===== src/rtl/irrigation_pkg.sv =====
// Shared definitions for the irrigation sequencer.
// Holds the state encodings (which also appear on state_dbg), the default
// timing constants and the mode encodings used on valve selection.
package irrigation_pkg;

    localparam int unsigned DEF_SETTLE_CYCLES  = 4;
    localparam int unsigned DEF_MAX_IRR_CYCLES = 1000;
    localparam int unsigned DEF_CLOSE_DELAY    = 2;
    localparam int unsigned DEF_CNT_W          = 16;

    localparam logic [2:0] ST_INIT  = 3'd0;
    localparam logic [2:0] ST_IDLE  = 3'd1;
    localparam logic [2:0] ST_OPEN  = 3'd2;
    localparam logic [2:0] ST_RUN   = 3'd3;
    localparam logic [2:0] ST_CLOSE = 3'd4;
    localparam logic [2:0] ST_FAULT = 3'd5;

    localparam logic MODE_DRIP = 1'b0;
    localparam logic MODE_SPRK = 1'b1;

    typedef enum logic [2:0] {
        S_INIT  = ST_INIT,
        S_IDLE  = ST_IDLE,
        S_OPEN  = ST_OPEN,
        S_RUN   = ST_RUN,
        S_CLOSE = ST_CLOSE,
        S_FAULT = ST_FAULT
    } state_t;

endpackage


===== src/rtl/irrigation_timer.sv =====
// Loadable saturating down-counter shared by the OPEN, RUN and CLOSE phases.
// Ports:
//   clk, reset  - rising-edge clock, asynchronous active-high reset (count -> 0)
//   load        - load load_val this cycle (wins over en)
//   load_val    - value to load
//   en          - decrement by one; holds at zero, never wraps
//   zero        - count is zero (decoded from the count register)
module irrigation_timer
    import irrigation_pkg::*;
#(
    parameter int unsigned CNT_W = DEF_CNT_W
) (
    input  logic             clk,
    input  logic             reset,
    input  logic             load,
    input  logic [CNT_W-1:0] load_val,
    input  logic             en,
    output logic             zero
);

    logic [CNT_W-1:0] count;

    // Load has priority; decrement saturates at zero.
    always_ff @(posedge clk or posedge reset) begin
        if (reset) begin
            count <= '0;
        end else if (load) begin
            count <= load_val;
        end else if (en && (count != '0)) begin
            count <= count - CNT_W'(1);
        end
    end

    assign zero = (count == '0);

endmodule


===== src/rtl/irrigation_sequencer.sv =====
// Irrigation control FSM: holds actuators safe while init is high, then
// sequences valve and pump from soil-moisture and tank-level sensors with
// settle, run-timeout and close delays plus fault handling.
// Optional feature macro: IRR_SENSOR_FILTER_EN - when defined, the four
// sensor inputs pass through a 2-FF synchroniser and a 3-sample stability
// filter (5 cycles added latency); otherwise they must already be synchronous.
// Ports:
//   clk, reset                 - rising-edge clock, async active-high reset
//   init                       - power-on init level; forces/holds INIT
//   soil_dry, soil_wet         - moisture below low / above high threshold
//   tank_low, tank_empty       - tank below reserve / tank empty
//   mode_sel                   - 0 drip, 1 sprinkler; latched on IDLE->OPEN
//   fault_ack                  - operator acknowledge
//   valve_drip, valve_sprk     - valve drivers
//   pump_on, alarm             - pump enable, FAULT indicator
//   timeout_flag               - sticky run-timeout indication
//   low_water                  - IDLE with soil dry but tank low
//   state_dbg                  - current state encoding
module irrigation_sequencer
    import irrigation_pkg::*;
#(
    parameter int unsigned SETTLE_CYCLES  = DEF_SETTLE_CYCLES,
    parameter int unsigned MAX_IRR_CYCLES = DEF_MAX_IRR_CYCLES,
    parameter int unsigned CLOSE_DELAY    = DEF_CLOSE_DELAY,
    parameter int unsigned CNT_W          = DEF_CNT_W
) (
    input  logic       clk,
    input  logic       reset,
    input  logic       init,
    input  logic       soil_dry,
    input  logic       soil_wet,
    input  logic       tank_low,
    input  logic       tank_empty,
    input  logic       mode_sel,
    input  logic       fault_ack,
    output logic       valve_drip,
    output logic       valve_sprk,
    output logic       pump_on,
    output logic       alarm,
    output logic       timeout_flag,
    output logic       low_water,
    output logic [2:0] state_dbg
);

    logic soil_dry_s;
    logic soil_wet_s;
    logic tank_low_s;
    logic tank_empty_s;

`ifdef IRR_SENSOR_FILTER_EN
    logic [3:0] raw;
    logic [3:0] filt;

    assign raw = {tank_empty, tank_low, soil_wet, soil_dry};

    // Per-sensor synchroniser followed by a filter that only accepts a new
    // level once the synchronised value has been identical for 3 samples.
    for (genvar i = 0; i < 4; i++) begin : g_filt
        logic [1:0] sync;
        logic [1:0] hist;
        logic       val;

        always_ff @(posedge clk or posedge reset) begin
            if (reset) begin
                sync <= '0;
                hist <= '0;
                val  <= 1'b0;
            end else begin
                sync <= {sync[0], raw[i]};
                hist <= {hist[0], sync[1]};
                if ((sync[1] == hist[0]) && (hist[0] == hist[1])) begin
                    val <= sync[1];
                end
            end
        end

        assign filt[i] = val;
    end

    assign {tank_empty_s, tank_low_s, soil_wet_s, soil_dry_s} = filt;
`else
    assign soil_dry_s   = soil_dry;
    assign soil_wet_s   = soil_wet;
    assign tank_low_s   = tank_low;
    assign tank_empty_s = tank_empty;
`endif

    state_t           state;
    state_t           nxt;
    logic             mode_r;
    logic             mode_nxt;
    logic             tflag_nxt;
    logic             low_nxt;
    logic             act_nxt;
    logic             fault_c;
    logic             cnt_load;
    logic [CNT_W-1:0] cnt_load_val;
    logic             cnt_en;
    logic             cnt_zero;

    irrigation_timer #(
        .CNT_W (CNT_W)
    ) u_timer (
        .clk      (clk),
        .reset    (reset),
        .load     (cnt_load),
        .load_val (cnt_load_val),
        .en       (cnt_en),
        .zero     (cnt_zero)
    );

    assign fault_c = tank_empty_s || (soil_dry_s && soil_wet_s);

    // Next state, counter control and next values of latched mode/timeout.
    // Priority: init > fault > soil_wet > counter expiry > the rest.
    always_comb begin
        nxt          = state;
        mode_nxt     = mode_r;
        tflag_nxt    = timeout_flag;
        cnt_load     = 1'b0;
        cnt_load_val = '0;
        cnt_en       = 1'b0;

        if (init) begin
            nxt       = S_INIT;
            tflag_nxt = 1'b0;
        end else if (fault_c) begin
            nxt = S_FAULT;
        end else begin
            case (state)
                S_INIT: begin
                    nxt = S_IDLE;
                end
                S_IDLE: begin
                    if (soil_dry_s && !tank_low_s) begin
                        nxt          = S_OPEN;
                        mode_nxt     = mode_sel;
                        tflag_nxt    = 1'b0;
                        cnt_load     = 1'b1;
                        cnt_load_val = CNT_W'(SETTLE_CYCLES - 1);
                    end
                end
                S_OPEN: begin
                    if (cnt_zero) begin
                        nxt          = S_RUN;
                        cnt_load     = 1'b1;
                        cnt_load_val = CNT_W'(MAX_IRR_CYCLES - 1);
                    end else begin
                        cnt_en = 1'b1;
                    end
                end
                S_RUN: begin
                    if (soil_wet_s || cnt_zero) begin
                        nxt          = S_CLOSE;
                        cnt_load     = 1'b1;
                        cnt_load_val = CNT_W'(CLOSE_DELAY - 1);
                        // Ending on expiry rather than moisture is a timeout.
                        if (!soil_wet_s) begin
                            tflag_nxt = 1'b1;
                        end
                    end else begin
                        cnt_en = 1'b1;
                    end
                end
                S_CLOSE: begin
                    if (cnt_zero) begin
                        nxt = S_IDLE;
                    end else begin
                        cnt_en = 1'b1;
                    end
                end
                S_FAULT: begin
                    if (fault_ack) begin
                        nxt = S_IDLE;
                    end
                end
                default: begin
                    nxt = S_INIT;
                end
            endcase
        end

        act_nxt = (nxt == S_OPEN) || (nxt == S_RUN) || (nxt == S_CLOSE);
        low_nxt = (nxt == S_IDLE) && soil_dry_s && tank_low_s;
    end

    // State and outputs registered together, outputs decoded from next state.
    always_ff @(posedge clk or posedge reset) begin
        if (reset) begin
            state        <= S_INIT;
            mode_r       <= MODE_DRIP;
            valve_drip   <= 1'b0;
            valve_sprk   <= 1'b0;
            pump_on      <= 1'b0;
            alarm        <= 1'b0;
            timeout_flag <= 1'b0;
            low_water    <= 1'b0;
            state_dbg    <= ST_INIT;
        end else begin
            state        <= nxt;
            mode_r       <= mode_nxt;
            valve_drip   <= act_nxt && (mode_nxt == MODE_DRIP);
            valve_sprk   <= act_nxt && (mode_nxt == MODE_SPRK);
            pump_on      <= (nxt == S_RUN);
            alarm        <= (nxt == S_FAULT);
            timeout_flag <= tflag_nxt;
            low_water    <= low_nxt;
            state_dbg    <= nxt;
        end
    end

endmodule


===== config.mk =====
export PLATFORM = sky130hd
export DESIGN_NAME = irrigation_sequencer
export DESIGN_NICKNAME = d
export VERILOG_FILES = /design/src/rtl/irrigation_pkg.sv /design/src/rtl/irrigation_timer.sv /design/src/rtl/irrigation_sequencer.sv
export SDC_FILE = /design/constraint.sdc
export NUM_CORES = 1
export LEC_CHECK = 0
export ABC_CLOCK_PERIOD_IN_PS = 9470
export CAP_MARGIN = 30
export CORE_ASPECT_RATIO = 1.75
export CORE_MARGIN = 1
export CORE_UTILIZATION = 45
export CTS_CLUSTER_DIAMETER = 120
export DETAILED_ROUTE_END_ITERATION = 7
export GPL_TIMING_DRIVEN = 0
export PLACE_DENSITY = 0.66
export SKIP_CTS_REPAIR_TIMING = 1
export SLEW_MARGIN = 20
export SYNTH_ARGS = -nofsm -noshare
export SYNTH_HDL_FRONTEND = slang
export SYNTH_HIERARCHICAL = 1
export SYNTH_SLANG_ARGS = --single-unit

===== constraint.sdc =====
create_clock -name clk -period 9.47 [get_ports clk]
set_input_delay 1.4205 -clock clk [delete_from_list [all_inputs] [get_ports clk]]
set_output_delay 1.4205 -clock clk [all_outputs]
set_load 0.01 [all_outputs]

# --- After elaboration in Yosys (flattened, before gate mapping) ---
# Cells that the tools add are included.
# Widths: inputs -> output; s select.
classes:
  n_bitwise: 1
  n_eq_ne: 14
  muxes: 37
  n_reduce_logical: 19
  addsub: 1
ops:
  columns: ["operator", "count"]
  rows:
  - ["$mux 16", 2]
  - ["$mux 10", 3]
  - ["$pmux 10 s3", 1]
  - ["$mux 3", 7]
  - ["$mux 1", 19]
  - ["$pmux 3 s6", 1]
  - ["$logic_not 16->1", 1]
  - ["$reduce_bool 16->1", 1]
  - ["$sub 16x1->16 const B", 1]
  - ["$eq 3x2->1 const B", 4]
  - ["$eq 3x3->1 const B", 4]
  - ["$ne 3x3->1 const B", 3]
  - ["$logic_and 1x1->1", 7]
  - ["$eq 3x1->1 const B", 2]
  - ["$reduce_and 5->1", 1]
  - ["$logic_or 1x1->1", 4]
  - ["$pmux 1 s2", 2]
  - ["$logic_not 3->1", 1]
  - ["$pmux 1 s3", 1]
  - ["$reduce_bool 3->1", 1]
  - ["$mux 2", 1]
  - ["$ne 2x2->1 const B", 1]
  - ["$reduce_bool 2->1", 1]
  - ["$reduce_or 2->1", 1]
  - ["2 further kinds", 2]
word_totals:
  output_inout_bits: 9
  elab_cells: 81
  reg_bits: 26

# --- Logic depth before layout (Yosys ltp) ---
depth:
  word_depth: 10
  mapped_depth: 13
  ltp_nobuf: 13

# --- Hierarchy ---
# The synthesis kept the hierarchy.
by_module_without_submodules:
  columns: ["module", "seq_area_each_um2", "cells_each", "area_per_inst_um2", "instances"]
  rows:
  - ["irrigation_timer", 400.4, 122, 1034.7, 1]
  - ["irrigation_sequencer", 250.2, 68, 613.1, 1]

# --- Least setup slack after synthesis ---
# No wires, ideal clock.
synth_timing:
  path_kind: "input -> register"
  from: "input port soil_dry"
  to: "register u_timer.count[13]"
  setup_time_ns: 0.126
  t_arrival_ns: 3.563
  cell_stages: 6
  setup_slack_ns: 5.781
  required_time_ns: 9.344
  n_path_buf: 0
  cell_sequence: "a21oi_2 nor4bb_1 or4b_1 a311oi_1 a21oi_1 a311o_1"
synth_between:
  elab_chain_len: 6
synth_rtl:
  columns: ["item", "line", "source"]
  rows:
  - ["from (decl)", "irrigation_sequencer.sv:30", "input logic soil_dry,"]
  - ["$logic_and 1x1->1", "irrigation_sequencer.sv:112", "assign fault_c = tank_empty_s || (soil_dry_s && soil_wet_s);"]
  - ["$logic_or 1x1->1", "irrigation_sequencer.sv:112", null]
  - ["$mux 1", "irrigation_sequencer.sv:127", "end else if (fault_c) begin"]
  - ["$mux 1", "irrigation_sequencer.sv:124", "if (init) begin"]
  - ["named net cnt_en", "irrigation_sequencer.sv:98", "logic cnt_en;"]
  - ["$logic_and 1x1->1", "irrigation_timer.sv:29", "end else if (en && (count != '0)) begin"]
  - ["$reduce_bool 2->1 (no source line)", null, null]
  - ["to (signal assigned)", "irrigation_timer.sv:28", "count <= load_val;"]
  - ["to (signal assigned)", "irrigation_timer.sv:30", "count <= count - CNT_W'(1);"]
  - ["to (decl)", "irrigation_timer.sv:21", "logic [CNT_W-1:0] count;"]
# The timed path passes the listed nets, and every way through them passes these cells.
# A chain may end at the register's enable or synchronous reset.

# --- Final worst setup path ---
layout_timing:
  from: "input port soil_wet"
  to: "register u_timer.count[10]"
layout_between:
  elab_chain_len: 7
layout_rtl:
  columns: ["item", "line", "source"]
  rows:
  - ["from (decl)", "irrigation_sequencer.sv:31", "input logic soil_wet,"]
  - ["$logic_or 1x1->1", "irrigation_sequencer.sv:153", "if (soil_wet_s || cnt_zero) begin"]
  - ["$mux 1", "irrigation_sequencer.sv:153", null]
  - ["$pmux 1 s2", "irrigation_sequencer.sv:130", "case (state)"]
  - ["$mux 1 (*)", "irrigation_sequencer.sv:127", null]
  - ["$mux 1 (*)", "irrigation_sequencer.sv:124", null]
  - ["named net cnt_en", "irrigation_sequencer.sv:98", null]
  - ["$logic_and 1x1->1 (*)", "irrigation_timer.sv:29", null]
  - ["$reduce_bool 2->1 (no source line) (*)", null, null]
# Mark *: on every way through the listed nets, which the timed path passes. The rest lies on a longest branch.

==> impl_metrics.csv <==
group,metric,value,unit
die,fp.coreArea,0.00343,mm2
critical_path,cp_cell_sequence,"clkdlybuf4s50_1 > a21oi_2 > nor4bb_1 > nor4bb_1 > o211ai_1 > or4_1 > a31oi_1",
routing,dr.pass1.iters,4,
yosys,synth_xor_area_frac,0.0159,
min_path,min_path_cells,1,
clock_tree,clock_latency,0.27,ns
cells_and_area,antenna_cells,0,
clock_tree,cts_tree,"built",
critical_path,worst_ep_required_time,9.67,ns
routing,dr.first_iter.drc_count,23,
die,die-area,0.00392,mm2
clock_tree,clock_path_buffers,2,
cells_and_area,multi_input_area,956,um2
yosys,ys_async_sr_fraction,1.00,
clock_tree,path_clk_slew,0.09,ns
timing,final-max-slew-violation-count,0,
power_and_ir_drop,leakagePower,0.768,nW
status,status,"complete, no violations",
power_and_ir_drop,intPower,251,uW
power_and_ir_drop,sw_frac_of_total,0.361,
critical_path,cp_max_fo,7,
critical_path,r2r-end,"u_timer/count[10]$_DFFE_PP0P_",
clock_tree,cts_buffers,3,
timing,fin_ws,5.01,ns
die,num_rows,28,
timing,fin_crit,4.46,ns
yosys,ys_seq_elements,26,
yosys,synth.area.top_cells,"dfrtp_1 (39%), nor2_1 (4.8%), nand2_1 (4.6%)",
routing,viasPerCell,5.87,
critical_path,cpPeakStageDelay,0.80,ns
critical_path,worst-r2r-cell-count,10,
routing,antenna_left,0,
yosys,synth_top_cell_by_area,"dfrtp_1",
yosys,yosysTopAreaCellShare,0.395,
routing,drt-wirelength-per-cell,15.8,um
placement,pre_cts_ws,4.79,ns
die,die_width,47.7,um
job,maxCapViolCount,0,
power_and_ir_drop,switchingPower,142,uW
timing,slew_headroom,0.421,
die,dieHeight,82.1,um
cells_and_area,area_delta_synth_final,19.1,%
yosys,synthMuxAreaShare,0.0129,
yosys,synth_compound_area_frac,0.209,
power_and_ir_drop,vdd_drop_max,0.101,mV
cells_and_area,mostFrequentLayoutCells,"dfrtp_1 (26), nor2_1 (21), nand2_1 (20)",
timing,max_freq,0.224,GHz
yosys,synth-edff-count,0,
power_and_ir_drop,powerDensity,200,mW/mm2
routing,vias,1538,
yosys,syn-cell-area,0.00165,mm2
critical_path,rr_startpoint,"u_timer/count[0]$_DFFE_PP0P_",
yosys,synth_simple_gate_area_share,0.317,
global_routing,grt_pass1_vias,1582,
cells_and_area,drive_gt1_frac,0.0876,
global_routing,grt_pass1_wl,6750,um
routing,drt_wl_total,4140,um
cells_and_area,layout.nets,228,
min_path,whs_endpoint,"mode_r$_DFF_PP0_",
clock_tree,htree_levels,1,
critical_path,arrival,4.66,ns
timing,fin_worst_skew,0.00617,ns
die,io_pins,18,
die,start_util,0.480,
clock_tree,cts_sinks,26,
timing,rsz0062_at_grt,"no",
timing,finalHoldViolations,0,
timing,min_period_over_period,0.471,
yosys,synth_ff_type,"dfrtp_1",
timing,tightest_slew,0.857,ns
yosys,synth_cell_type_count,57,
cells_and_area,fillers,342,
global_routing,grt_usage,0.241,
placement,routabilityCongestion,0.890,
global_routing,antenna_found_initial,0,
yosys,yosysSeqAreaShare,0.395,
min_path,hp-class,"register to register",
yosys,synth-adder-area-share,0.00759,
timing,setup_tns,0,ns
placement,io_buffers,16,
routing,drcViolationCount,0,
global_routing,grt-ovfl-total,0,
cells_and_area,seq_area,651,um2
critical_path,timing_worst_setup_path_type,"input port to register",
yosys,syn_area_per_cell,8.67,um2
power_and_ir_drop,pwr-share-clk,0.234,
placement,place.detailed.hpwl,3240,um
power_and_ir_drop,combPwrFrac,0.302,
cells_and_area,final_common_cell,"dfrtp_1",
timing,setup_viol,0,
yosys,ys_warn_count,6,
clock_tree,root_buffer,"clkbuf_8",
critical_path,r2r_setup_slack,5.87,ns
yosys,synth_top_family_by_area,"simple AND/OR/NAND/NOR gates",
global_routing,grt_max_degree,17,
min_path,hold_start,"mode_r$_DFF_PP0_",
critical_path,end_kind,"register",
critical_path,cp_common_cell,"nor4bb_1",
power_and_ir_drop,p_seq_frac,0.465,
critical_path,critPathLaunchType,"input port",
critical_path,cpMaxStageDelayCell,"nor4bb_1",
yosys,netlist_instances,190,
synthesized netlist by cell type (2+ instances only):
library cell	instances
nor2b_1	6
xor2_1	2
nor4_1	3
o31a_1	2
or3_1	2
inv_1	9
o31ai_1	2
or4_4	2
and2_1	3
dfrtp_1	26
o211ai_1	2
clkbuf_1	4
nand3_1	3
nand4_1	6
nand2_1	20
a2bb2oi_1	2
a21oi_1	10
nor4bb_1	3
nor2_1	21
or4_1	5
nor3_1	6
o21ai_0	7
nand4b_1	2
o21a_1	2
a311o_1	2
buf_2	3
a31oi_1	5
worst max-delay path by stage:
stage / depth (start not counted) / from / slack (ns) / end
3_3_place_gp: 7 / soil_wet / 4.81 / u_timer/count[13]$_DFFE_PP0P_
4_1_cts: 7 / soil_wet / 5.09 / u_timer/count[13]$_DFFE_PP0P_
5_1_grt: 7 / soil_wet / 4.81 / u_timer/count[13]$_DFFE_PP0P_
2_1_floorplan: 6 / soil_dry / 5.78 / u_timer/count[13]$_DFFE_PP0P_
6_report: 7 / soil_wet / 5.01 / u_timer/count[10]$_DFFE_PP0P_
3_5_place_dp: 7 / soil_wet / 4.79 / u_timer/count[10]$_DFFE_PP0P_
stage by stage:
stage	std cells	utilization	hold WS (ns)	cell area, um2	total power, mW
final	262	0.571	0.522	1960	0.393
after global routing	262	0.571	0.537	1960	0.420
after CTS	262	0.571	0.521	1960	0.396
after detailed placement	258	0.551	0.499	1890	0.301
after global placement	258	0.551	0.489	1890	0.293
after floorplan	197	-	0.480	1670	0.262
power by group through the flow:
stage               combinational (mW)  clock [mW]  sequential, mW
floorplan                       0.0897           0           0.173
global placement                 0.112           0           0.181
detailed placement               0.118           0           0.183
CTS                              0.119      0.0957           0.181
global route                     0.134      0.0979           0.188
finish                           0.118      0.0918           0.182
flip-flops by register name, summed over array words and instances (netlist names):
register / flops
timeout_flag: 1
mode_r: 1
u_timer/count: 16
valve_sprk: 1
pump_on: 1
alarm: 1
low_water: 1
state: 3
valve_drip: 1
routing by layer:
layer  up-vias  wire (um)  track usage
li1        755          -            -
met1       738       1530        0.234
met3        12         77       0.0330
met5         -          0            0
met4         0        142        0.139
met2        33       2390        0.445
layout make-up:
| class | instances | area share |
|---|---|---|
| clock inverter | 1 | 0.0153 |
| clock buffer | 3 | 0.0210 |
| multi-input combinational | 154 | 0.487 |
| timing repair buffer | 16 | 0.0816 |
| sequential | 26 | 0.332 |
| inverter | 10 | 0.0191 |
| tap | 45 | 0.0287 |
| buffer | 7 | 0.0153 |
logic make-up (layout without fill, tap and decap cells):
family	Yosys count	after routing
compound gates	48	48
flops	26	26
simple gates	92	92
buf+inv	17	37
xor+xnor	3	3
other cells	1	8
fa+ha+maj	1	1
mux	2	2
critical path: cells and delay by family:
| kind | cells | cell delay [ns] |
|---|---|---|
| buffers and inverters | 1 | 0.52 |
| AOI/OAI and AO/OA | 3 | 0.77 |
| and+or+nand+nor | 3 | 1.95 |
No activity file was read; power rests on OpenSTA's default activity.
